`src/rtl/bus_arbiter_pkg.sv`:
```
// Shared definitions for the data-memory arbiter: return-owner encodings and
// default parameter values.
package bus_arbiter_pkg;

    typedef enum logic [1:0] {
        OWN_NONE = 2'd0,
        OWN_CPU  = 2'd1,
        OWN_DMA  = 2'd2
    } owner_e;

    localparam logic [31:0] DM_TOP_DEFAULT   = 32'h0000_2FFF;
    localparam int unsigned MAX_WAIT_DEFAULT = 4;

endpackage

```
`src/rtl/arb_age_counter.sv`:
```
// Saturating up-counter with synchronous clear; tracks how long a pending DMA
// request has been losing arbitration.
module arb_age_counter #(
    parameter logic [3:0] MAX_COUNT = 4'd4
) (
    input  logic       clk,
    input  logic       reset,
    input  logic       inc,
    input  logic       clr,
    output logic [3:0] count
);

    logic [3:0] count_q;
    logic [3:0] count_d;

    // Next count: clear wins, otherwise increment until saturated.
    always_comb begin
        count_d = count_q;
        if (clr) begin
            count_d = 4'd0;
        end else if (inc && (count_q < MAX_COUNT)) begin
            count_d = count_q + 4'd1;
        end else begin
            count_d = count_q;
        end
    end

    // Count register.
    always_ff @(posedge clk) begin
        if (reset) begin
            count_q <= 4'd0;
        end else begin
            count_q <= count_d;
        end
    end

    assign count = count_q;

endmodule

```
`src/rtl/bus_arbiter.sv`:
```
// Single-port data-memory arbiter between the CPU M-stage and a DMA engine,
// with age-based anti-starvation for DMA and a one-cycle read return path.
module bus_arbiter
    import bus_arbiter_pkg::*;
#(
    parameter int unsigned MAX_WAIT = MAX_WAIT_DEFAULT,
    parameter logic [31:0] DM_TOP   = DM_TOP_DEFAULT
) (
    input  logic        clk,
    input  logic        reset,
    input  logic        cpu_req,
    input  logic        cpu_exc,
    input  logic        cpu_we,
    input  logic [31:0] cpu_addr,
    input  logic [31:0] cpu_wdata,
    input  logic [3:0]  cpu_byteen,
    output logic        cpu_stall,
    output logic        cpu_rvalid,
    output logic [31:0] cpu_rdata,
    input  logic        dma_req,
    input  logic        dma_we,
    input  logic [31:0] dma_addr,
    input  logic [31:0] dma_wdata,
    output logic        dma_gnt,
    output logic        dma_rvalid,
    output logic [31:0] dma_rdata,
    output logic        dm_we,
    output logic [31:0] dm_addr,
    output logic [31:0] dm_wdata,
    output logic [3:0]  dm_byteen,
    input  logic [31:0] dm_rdata
);

    localparam logic [3:0] AGE_MAX = 4'(MAX_WAIT);

    logic       cpu_hit;
    logic       dma_forced;
    logic       dma_issue;
    logic       cpu_issue;
    logic [3:0] age;
    owner_e     owner_q;
    owner_e     owner_d;

    // Issue decision: a starved DMA beats the CPU, otherwise the CPU beats DMA.
    always_comb begin
        cpu_hit    = cpu_req & ~cpu_exc & (cpu_addr <= DM_TOP);
        dma_forced = dma_req & (age == AGE_MAX);
        dma_issue  = dma_forced | (dma_req & ~cpu_hit);
        cpu_issue  = cpu_hit & ~dma_issue;
        dma_gnt    = dma_issue;
        cpu_stall  = cpu_hit & dma_issue;
    end

    arb_age_counter #(
        .MAX_COUNT (AGE_MAX)
    ) u_age (
        .clk   (clk),
        .reset (reset),
        .inc   (dma_req & ~dma_issue),
        .clr   (~dma_req | dma_issue),
        .count (age)
    );

    // Memory port mux; DMA addresses are word-aligned and writes are full words.
    always_comb begin
        dm_we     = 1'b0;
        dm_addr   = 32'h0000_0000;
        dm_wdata  = 32'h0000_0000;
        dm_byteen = 4'b0000;
        if (dma_issue) begin
            dm_we     = dma_we;
            dm_addr   = dma_addr & 32'hFFFF_FFFC;
            dm_wdata  = dma_wdata;
            dm_byteen = dma_we ? 4'b1111 : 4'b0000;
        end else if (cpu_issue) begin
            dm_we     = cpu_we;
            dm_addr   = cpu_addr;
            dm_wdata  = cpu_wdata;
            dm_byteen = cpu_we ? cpu_byteen : 4'b0000;
        end else begin
            dm_we     = 1'b0;
        end
    end

    // Remember who owns the read data arriving next cycle.
    always_comb begin
        owner_d = OWN_NONE;
        if (dma_issue && !dma_we) begin
            owner_d = OWN_DMA;
        end else if (cpu_issue && !cpu_we) begin
            owner_d = OWN_CPU;
        end else begin
            owner_d = OWN_NONE;
        end
    end

    // Return-owner register; reset drops any return in flight.
    always_ff @(posedge clk) begin
        if (reset) begin
            owner_q <= OWN_NONE;
        end else begin
            owner_q <= owner_d;
        end
    end

    // Steer returning memory data to its owner; zero when not valid.
    always_comb begin
        cpu_rvalid = 1'b0;
        dma_rvalid = 1'b0;
        case (owner_q)
            OWN_CPU: cpu_rvalid = 1'b1;
            OWN_DMA: dma_rvalid = 1'b1;
            default: begin
                cpu_rvalid = 1'b0;
                dma_rvalid = 1'b0;
            end
        endcase
        cpu_rdata = cpu_rvalid ? dm_rdata : 32'h0000_0000;
        dma_rdata = dma_rvalid ? dm_rdata : 32'h0000_0000;
    end

endmodule
```
`config.mk`:
```
export PLATFORM = sky130hd
export DESIGN_NAME = bus_arbiter
export DESIGN_NICKNAME = d
export VERILOG_FILES = /design/src/rtl/bus_arbiter_pkg.sv /design/src/rtl/arb_age_counter.sv /design/src/rtl/bus_arbiter.sv
export SDC_FILE = /design/constraint.sdc
export NUM_CORES = 1
export LEC_CHECK = 0
export ABC_AREA = 1
export ABC_CLOCK_PERIOD_IN_PS = 2300
export BUFFER_PORTS_ARGS = -buffer_cell sky130_fd_sc_hd__buf_2
export CORE_AREA = 8 8 113 115
export CTS_BUF_LIST = sky130_fd_sc_hd__clkbuf_8 sky130_fd_sc_hd__clkbuf_16
export CTS_CLUSTER_DIAMETER = 100
export DETAILED_ROUTE_END_ITERATION = 10
export DIE_AREA = 0 0 121 123
export GPL_ROUTABILITY_DRIVEN = 0
export HOLD_SLACK_MARGIN = 0.1
export PLACE_DENSITY = 0.51
export SLEW_MARGIN = 25
export SYNTH_ARGS = -nofsm -noshare
export SYNTH_HDL_FRONTEND = slang
export SYNTH_SLANG_ARGS = --single-unit
```
`constraint.sdc`:
```
create_clock -name clk -period 2.3 [get_ports clk]
set_clock_uncertainty 0.05 [all_clocks]
set_input_delay 0.46 -clock clk [delete_from_list [all_inputs] [get_ports clk]]
set_output_delay 0.46 -clock clk [all_outputs]
set_load 0.03 [all_outputs]
```
==> results of run 1 <==
[cell type report]
type	count	area, µm²	area share (%)
Clock buffer	3	75.1	1.68
Inverter	70	265	5.94
Tap cell	143	179	4.00
Sequential cell	6	123	2.74
Timing Repair Buffer	349	2420	54.2
Multi-Input combinational cell	271	1400	31.4
[registers in the layout (all words and copies together) (netlist names)]
signal / cells
u_age.count: 4
owner_q: 2
[cells in the mapped netlist]
cell type	number	area share, %
nor3_4	1	0.96
buf_2	8	2.4
buf_4	2	0.89
nand4_2	1	0.74
nand3_2	1	0.59
nor2_2	1	0.37
a21oi_1	1	0.30
buf_6	5	3.3
nor3_2	1	0.59
nand2_2	3	1.1
nand4_1	2	0.74
o311ai_0	1	0.52
nor2_1	102	23
ha_1	2	1.5
inv_2	1	0.22
nand3_1	47	14
dfxtp_1	6	7.1
nor3_1	1	0.30
nand2_1	101	22
o21ai_1	4	1.2
inv_1	69	15
clkbuf_1	6	1.3
nor2_4	2	1.3
[per-layer routing]
layer	vias to the layer above	track usage (%)	share of wire [%]
li1	1750	-	-
met4	0	1.64	0.21
met5	-	0	0
met2	208	26.1	51
met3	4	4.47	12
met1	1455	15.6	37
[power groups by stage]
stage | clock network [W] | logic (W) | registers [W]
after floorplan | 0 | 0.000284 | 0.000107
after global placement | 0 | 0.000549 | 0.000107
after detailed placement | 0 | 0.000551 | 0.000107
after CTS | 0.000281 | 0.000620 | 0.000106
after global routing | 0.000293 | 0.000734 | 0.000106
final | 0.000277 | 0.000687 | 0.000106
[how the worst max path moves through the flow]
stage	start	end	slack, ps
4_1_cts	cpu_exc	dm_addr[9]	-50
2_1_floorplan	cpu_addr[17]	dm_byteen[0]	20
6_report	u_age.count[0]	dm_wdata[9]	-4
3_5_place_dp	cpu_exc	dm_byteen[0]	-190
3_3_place_gp	cpu_exc	dm_byteen[0]	-120
5_1_grt	cpu_addr[17]	dm_wdata[7]	-120
[repair_timing]
action	CTS	global route
setup buffers	9	2
cloned	1	7
pin swaps	3	26
resized for setup	96	91
hold endpoints to repair	0	0
endpoints found under the setup margin	61	75
[worst max-delay path: stages (launching register included)]
cell and delay, ps:
dfxtp_2 330, inv_2 60, ha_4 150, nand3_2 80, nand4_1 170, nand2_4 160, buf_12 160, clkbuf_16 170
nand3_2 70, nand2_2 80, buf_6 130
[cell families after synthesis]
group,Yosys count,share of synthesized area [%]
adders and majority gates,2,1.48
DFF,6,7.12
AOI/OAI and AO/OA,6,2.00
and+or+nand+nor,263,65.9
buffers and inverters,91,23.5
[stage by stage]
| step | power, W | hold WS, ps | instance area (µm²) |
|---|---|---|---|
| 2_1_floorplan | 0.000391 | 410 | 1690 |
| 6_report | 0.00107 | 377 | 4470 |
| 4_1_cts | 0.00101 | 377 | 4010 |
| 5_1_grt | 0.00113 | 384 | 4470 |
| 3_3_place_gp | 0.000656 | 438 | 3540 |
| 3_5_place_dp | 0.000658 | 432 | 3540 |
==> flow_summary.json, run 1 <==
{
  "status": "finished, violations left",
  "violations": "negative setup slack",
  "initialDrtViolationCount": 156,
  "power_frac_seq_pct": 9.9,
  "grt_max_degree": 43,
  "cts_buffers": 3,
  "grt.total_usage_pct": 14.0,
  "dp.cells": 821,
  "reg2reg_slack_ps": 140,
  "num-fill-cells": 1194,
  "fin_cells": 842,
  "critical_path_arrival_ps": 1790,
  "numPortBuffers": 305,
  "grt.overflow.total": 0,
  "p_switching_w": 0.000435,
  "drc": 0,
  "clock_power_share_pct": 25.9,
  "setup_ws_ps": -3.69,
  "crit_path_end_kind": "primary output",
  "holdPathStages": 2,
  "ctsHoldBuffers": 0,
  "place_worst_setup_slack_ps": -189,
  "fp.dieH_um": 123,
  "powerDensity_nw_per_um2": 239,
  "slew_headroom_pct": 77.0,
  "hpwl_mm": 10.0,
  "final_common_cell": "buf_2",
  "io_pins": 308,
  "vias": 3417,
  "final_util_pct": 40.3,
  "worstSetupStartpointType": "register",
  "maxCapViolations": 0,
  "grt_pass1_wl_mm": 16.8,
  "seq_area_frac_synth_pct": 7.12,
  "hp-start": "reset",
  "cp_max_fo": 8,
  "htreeDepth": 1,
  "post-route-period-util_pct": 100,
  "rows": 39,
  "synth_seq_cells": 6,
  "min_path_type": "input port to register",
  "dr.pass1.iters": 4,
  "clock_latency_ps": 220,
  "p_leak_nw": 2.85,
  "cts_tree": "yes",
  "min_delay_worst_endpoint": "owner_q[0]",
  "clock-sinks": 6,
  "r2r-end": "u_age.count[1]",
  "r2r_cells": 16,
  "syn_to_final_growth_pct": 165,
  "synth_area_um2": 1690,
  "ant_nets": 0,
  "syn_nets": 541,
  "min_period_ps": 2300,
  "grt_pass1_vias": 3313,
  "antenna_found_initial": 0,
  "swShare_pct": 40.7,
  "crit_required_ps": 1790,
  "drv_slew": 0,
  "tightestPinTransition_ps": 344,
  "synth_cell_types": 23,
  "ys_warn_count": 0,
  "clk_pin_slew_ps": 30,
  "num_antenna_cells": 0,
  "fp.coreArea_um2": 11100,
  "hold_viol_final": 0,
  "avgViaCountPerCell": 4.06,
  "nets": 874,
  "internal_power_w": 0.000635,
  "reg2reg_from": "u_age.count[0]",
  "start_util_pct": 15.2,
  "drive_gt1_share_pct": 59.4,
  "timing.fmax_ghz": 0.434,
  "synth_cells": 368,
  "worstSetupPathType": "register to primary output",
  "wl_per_cell_um": 15.2,
  "fp.dieArea_um2": 14900,
  "fin_setup_tns_ps": -7.08,
  "clockBufferDepth": 2,
  "power_frac_comb_pct": 64.3,
  "layout_common_cells": "buf_2, nor2_1, nand2_1",
  "avgSynthCellArea_um2": 4.58,
  "die_x_um": 121,
  "cts_root_buf": "clkbuf_16",
  "totalWireLength_mm": 12.8,
  "finalSetupViolCount": 2,
  "rsz0062_at_grt": "true",
  "ir_worst_vdd_v": 0.000149
}
(Power assumes the default switching activity.)
==> run 2: changes to the inputs <==
--- a/config.mk
+++ b/config.mk
@@ -8,14 +8,14 @@
 export ABC_AREA = 1
 export ABC_CLOCK_PERIOD_IN_PS = 2300
 export BUFFER_PORTS_ARGS = -buffer_cell sky130_fd_sc_hd__buf_2
-export CORE_AREA = 8 8 113 115
-export CTS_BUF_LIST = sky130_fd_sc_hd__clkbuf_8 sky130_fd_sc_hd__clkbuf_16
+export CORE_AREA = 2 2 120 122
+export CTS_BUF_LIST = sky130_fd_sc_hd__clkbuf_16
 export CTS_CLUSTER_DIAMETER = 100
 export DETAILED_ROUTE_END_ITERATION = 10
-export DIE_AREA = 0 0 121 123
+export DIE_AREA = 0 0 122 124
 export GPL_ROUTABILITY_DRIVEN = 0
 export HOLD_SLACK_MARGIN = 0.1
-export PLACE_DENSITY = 0.51
+export PLACE_DENSITY = 0.43
 export SLEW_MARGIN = 25
 export SYNTH_ARGS = -nofsm -noshare
 export SYNTH_HDL_FRONTEND = slang
==> flow_summary.json, run 2 (same netlist as run 1, synthesis figures left out) <==
{
  "crit_family": "buffers and inverters",
  "timing.fmax_ghz": 0.430,
  "fp.coreArea_um2": 13700,
  "avgViaCountPerCell": 3.91,
  "cts_tree": "yes",
  "die_x_um": 122,
  "grt_pass1_vias": 2909,
  "grt.total_usage_pct": 12.1,
  "violations": "negative setup slack",
  "powerDensity_nw_per_um2": 241,
  "clockBufferDepth": 2,
  "cts_buffers": 3,
  "largest_reg_flops": 4,
  "clk_pin_slew_ps": 30,
  "wl_per_cell_um": 13.3,
  "cp_max_fo": 6,
  "slew_headroom_pct": 78.4,
  "cts_root_buf": "clkbuf_16",
  "min_period_ps": 2320,
  "initialDrtViolationCount": 106,
  "setup_ws_ps": -23.4,
  "hpwl_mm": 8.24,
  "status": "finished, violations left",
  "maxCapViolations": 0,
  "vias": 3379,
  "rows": 43,
  "crit_required_ps": 1790,
  "crit_path_end_kind": "primary output",
  "totalWireLength_mm": 11.5,
  "post-route-period-util_pct": 101,
  "fp.dieH_um": 124,
  "grt_pass1_wl_mm": 14.4,
  "clock_latency_ps": 230,
  "crit_buf_inv": 5,
  "critical_path_arrival_ps": 1810,
  "slowest_delay_ps": 320,
  "p_leak_nw": 2.78,
  "fin_cells": 864,
  "slowest_stage": "dfxtp_2",
  "min_path_type": "input port to register",
  "fp.dieArea_um2": 15100,
  "ctsHoldBuffers": 0,
  "io_pins": 308,
  "ir_worst_vdd_v": 0.000179,
  "grt_max_degree": 45,
  "syn_to_final_growth_pct": 161,
  "antenna_found_initial": 0,
  "start_util_pct": 12.3,
  "path_cells": "inv_2 > ha_4 > nand3_2 > nand4_1 > nand2_4 > buf_12 > buf_16 > buf_8 > nor2_2 > buf_6",
  "drive_gt1_share_pct": 61.0,
  "num-fill-cells": 1572,
  "multiInputGateArea_um2": 1460,
  "clock-sinks": 6,
  "dp.cells": 849,
  "drv_slew": 0,
  "grt.overflow.total": 0,
  "place_worst_setup_slack_ps": -124,
  "tightestPinTransition_ps": 320,
  "nets": 859,
  "worstSetupPathType": "register to primary output",
  "hold_viol_final": 0,
  "layout_common_cells": "buf_2, nor2_1, nand2_1",
  "regArea_um2": 121,
  "drc": 0,
  "htreeDepth": 1,
  "ant_nets": 0,
  "worstSetupStartpointType": "register",
  "dr.pass1.iters": 4,
  "finalSetupViolCount": 9,
  "final_common_cell": "buf_2",
  "num_antenna_cells": 0,
  "numPortBuffers": 305,
  "rsz0062_at_grt": "true"
}
run 2: cell types whose count changed in the layout (fill, tap and decap cells not counted), sizes merged:
cell / delta
clkbuf: -5
buf: -10
run 2: path summary, 6_finish.rpt:
check	startpoint	end	cells after the start	slack, ps
hold / removal	reset	owner_q[0]	2	370
hold reg to reg	u_age.count[2]	u_age.count[2]	2	440
setup / recovery	u_age.count[0]	dm_addr[24]	10	-20
setup reg to reg	u_age.count[1]	u_age.count[1]	10	690
run 2: layer usage:
metal  global-route usage [%]  up-vias  wire (µm)
li1                         -     1721          -
met1                     13.9     1460       4330
met2                     24.2      189       6070
met3                     1.28        9        948
met4                     2.08        0        130
met5                        0        -          0
run 2: what timing repair did:
action,in CTS,in global routing
endpoints found under the setup margin,59,70
resized for setup,92,90
gates cloned,4,5
setup buffers,1,2
pin swaps,4,33
run 2: power by group:
part / leakage (nW) / internal (W) / total [W] / switching [W]
clock: 0.0370 / 0.000223 / 0.000280 / 0.0000574
combinational: 2.70 / 0.000295 / 0.000676 / 0.000381
sequential: 0.0490 / 0.000105 / 0.000106 / 0.000000134
run 2: metrics by stage:
| step | utilization [%] | hold slack [ps] | total power (W) | setup TNS (ps) | area (µm²) |
|---|---|---|---|---|---|
| finish | 32.1 | 375 | 0.00106 | -69.8 | 4410 |
| global placement | 25.4 | 442 | 0.000650 | -2700 | 3480 |
| floorplan | - | 410 | 0.000391 | 0 | 1690 |
| CTS | 28.8 | 375 | 0.00102 | -610 | 3950 |
| detailed placement | 25.4 | 432 | 0.000650 | -3340 | 3480 |
| global route | 32.1 | 389 | 0.00113 | -3550 | 4410 |
run 2: worst register-to-register path, stage by stage, from the launching register on:
cell and delay (ps):
dfxtp_1 330, inv_2 60, ha_4 150, nand3_2 80, nand4_1 190, buf_4 190, nor2_1 170, nand2_1 130
inv_1 70, nand2_1 50, nor2_1 80
run 2: area by class of cell:
class | instances | share of cell area [%]
multi-input combinational | 271 | 33.2
inverter | 70 | 6.02
tap | 180 | 5.11
sequential | 6 | 2.75
timing repair buffer | 334 | 51.2
clock buffer | 3 | 1.70
==> run 3: changes to the inputs <==
--- a/config.mk
+++ b/config.mk
@@ -15,7 +15,9 @@
 export DIE_AREA = 0 0 122 124
 export GPL_ROUTABILITY_DRIVEN = 0
 export HOLD_SLACK_MARGIN = 0.1
+export MAX_ROUTING_LAYER = met4
 export PLACE_DENSITY = 0.43
+export RECOVER_POWER = 50
 export SLEW_MARGIN = 25
 export SYNTH_ARGS = -nofsm -noshare
 export SYNTH_HDL_FRONTEND = slang
==> flow_summary.json, run 3 (same netlist as run 1, synthesis figures left out) <==
{
  "totalWireLength_mm": 11.3,
  "grt.total_usage_pct": 12.5,
  "fp.dieH_um": 124,
  "htreeDepth": 1,
  "slew_headroom_pct": 75.3,
  "crit_required_ps": 1790,
  "syn_to_final_growth_pct": 156,
  "clock_latency_ps": 230,
  "cts_buffers": 3,
  "worst_hold_slack_ps": 375,
  "nets": 857,
  "drv_slew": 0,
  "avgViaCountPerCell": 3.87,
  "crit_path_end_kind": "primary output",
  "ir_worst_vdd_v": 0.000180,
  "final_common_cell": "buf_2",
  "clock-sinks": 6,
  "totalPowerFinal_w": 0.00106,
  "reg2reg_slack_ps": 690,
  "holdPathStages": 2,
  "rsz0062_at_grt": "true",
  "powerDensity_nw_per_um2": 245,
  "maxCapViolations": 0,
  "num_antenna_cells": 0,
  "grt.overflow.total": 0,
  "cp-endpoint": "dm_addr[24]",
  "min_path_type": "input port to register",
  "dr.pass1.iters": 4,
  "post-route-period-util_pct": 101,
  "cp_max_fo": 6,
  "die_x_um": 122,
  "setup_ws_ps": -23.1,
  "fp.dieArea_um2": 15100,
  "p_leak_nw": 2.76,
  "timing.fmax_ghz": 0.430,
  "cts_root_buf": "clkbuf_16",
  "reg2reg_from": "u_age.count[1]",
  "worstSetupPathType": "register to primary output",
  "antenna_found_initial": 0,
  "ctsHoldBuffers": 0,
  "violations": "negative setup slack",
  "worstSetupStartpointType": "register",
  "numPortBuffers": 305,
  "io_pins": 308,
  "grt_pass1_vias": 2910,
  "place_worst_setup_slack_ps": -124,
  "rows": 43,
  "clockBufferDepth": 2,
  "r2r-end": "u_age.count[1]",
  "largest_reg_flops": 4,
  "critical_path_arrival_ps": 1810,
  "tightestPinTransition_ps": 371,
  "ant_nets": 0,
  "fin_setup_tns_ps": -53.3,
  "hpwl_mm": 8.24,
  "vias": 3340,
  "finalSetupViolCount": 7,
  "hold_viol_final": 0,
  "grt_pass1_wl_mm": 14.4,
  "layout_common_cells": "buf_2, nor2_1, nand2_1",
  "r2r_cells": 10,
  "min_period_ps": 2320,
  "start_util_pct": 12.3,
  "num-fill-cells": 1575,
  "grt_max_degree": 45,
  "wl_per_cell_um": 13.1,
  "drive_gt1_share_pct": 59.1,
  "final_util_pct": 31.5,
  "initialDrtViolationCount": 103,
  "fp.coreArea_um2": 13700,
  "status": "finished, violations left",
  "cts_tree": "yes",
  "crit_path_start": "u_age.count[0]",
  "drc": 0,
  "clk_pin_slew_ps": 30
}
run 3: stage by stage:
step	instance area [µm²]	std cells
2_1_floorplan	1690	368
3_3_place_gp	3480	849
3_5_place_dp	3480	849
4_1_cts	3950	857
5_1_grt	4320	862
6_report	4320	862
run 3: final cells by class:
| class | instances | area (µm²) | area share (%) |
|---|---|---|---|
| Clock buffer | 3 | 75.1 | 1.74 |
| Inverter | 70 | 265 | 6.15 |
| Multi-Input combinational cell | 271 | 1420 | 32.8 |
| Sequential cell | 6 | 121 | 2.81 |
| Tap cell | 180 | 225 | 5.22 |
| Timing Repair Buffer | 332 | 2210 | 51.3 |
run 3: what timing repair did:
action,in CTS,in global routing
buffers inserted,1,2
gates resized for setup,92,77
endpoints found under the setup margin,59,70
cloned,4,3
pin swaps,4,28
run 3: worst max-delay path, stage by stage (launching register included):
cell,delay [ps]
dfxtp_2,320
inv_2,80
ha_4,140
nand3_2,90
nand4_1,170
nand2_4,120
buf_12,170
buf_16,150
buf_8,130
nor2_2,90
buf_6,140
run 3: metal layers:
| layer | routed length (µm) | vias up | track usage (%) |
|---|---|---|---|
| met2 | 5970 | 172 | 24.2 |
| met1 | 4400 | 1445 | 14.2 |
| met4 | 65 | 0 | 2.08 |
| li1 | - | 1718 | - |
| met5 | 0 | - | - |
| met3 | 825 | 5 | 0.916 |
run 3: power breakdown:
group,switching [W],leakage (nW),internal [W]
clock,0.0000574,0.0370,0.000223
sequential,0.000000134,0.0490,0.000105
combinational,0.000378,2.67,0.000293
run 3: worst min path at each step:
| stage | start | endpoint |
|---|---|---|
| 2_1_floorplan | u_age.count[2] | u_age.count[2] |
| 3_3_place_gp | u_age.count[2] | u_age.count[2] |
| 3_5_place_dp | u_age.count[2] | u_age.count[2] |
| 4_1_cts | reset | owner_q[0] |
| 5_1_grt | reset | owner_q[0] |
| 6_report | reset | owner_q[0] |
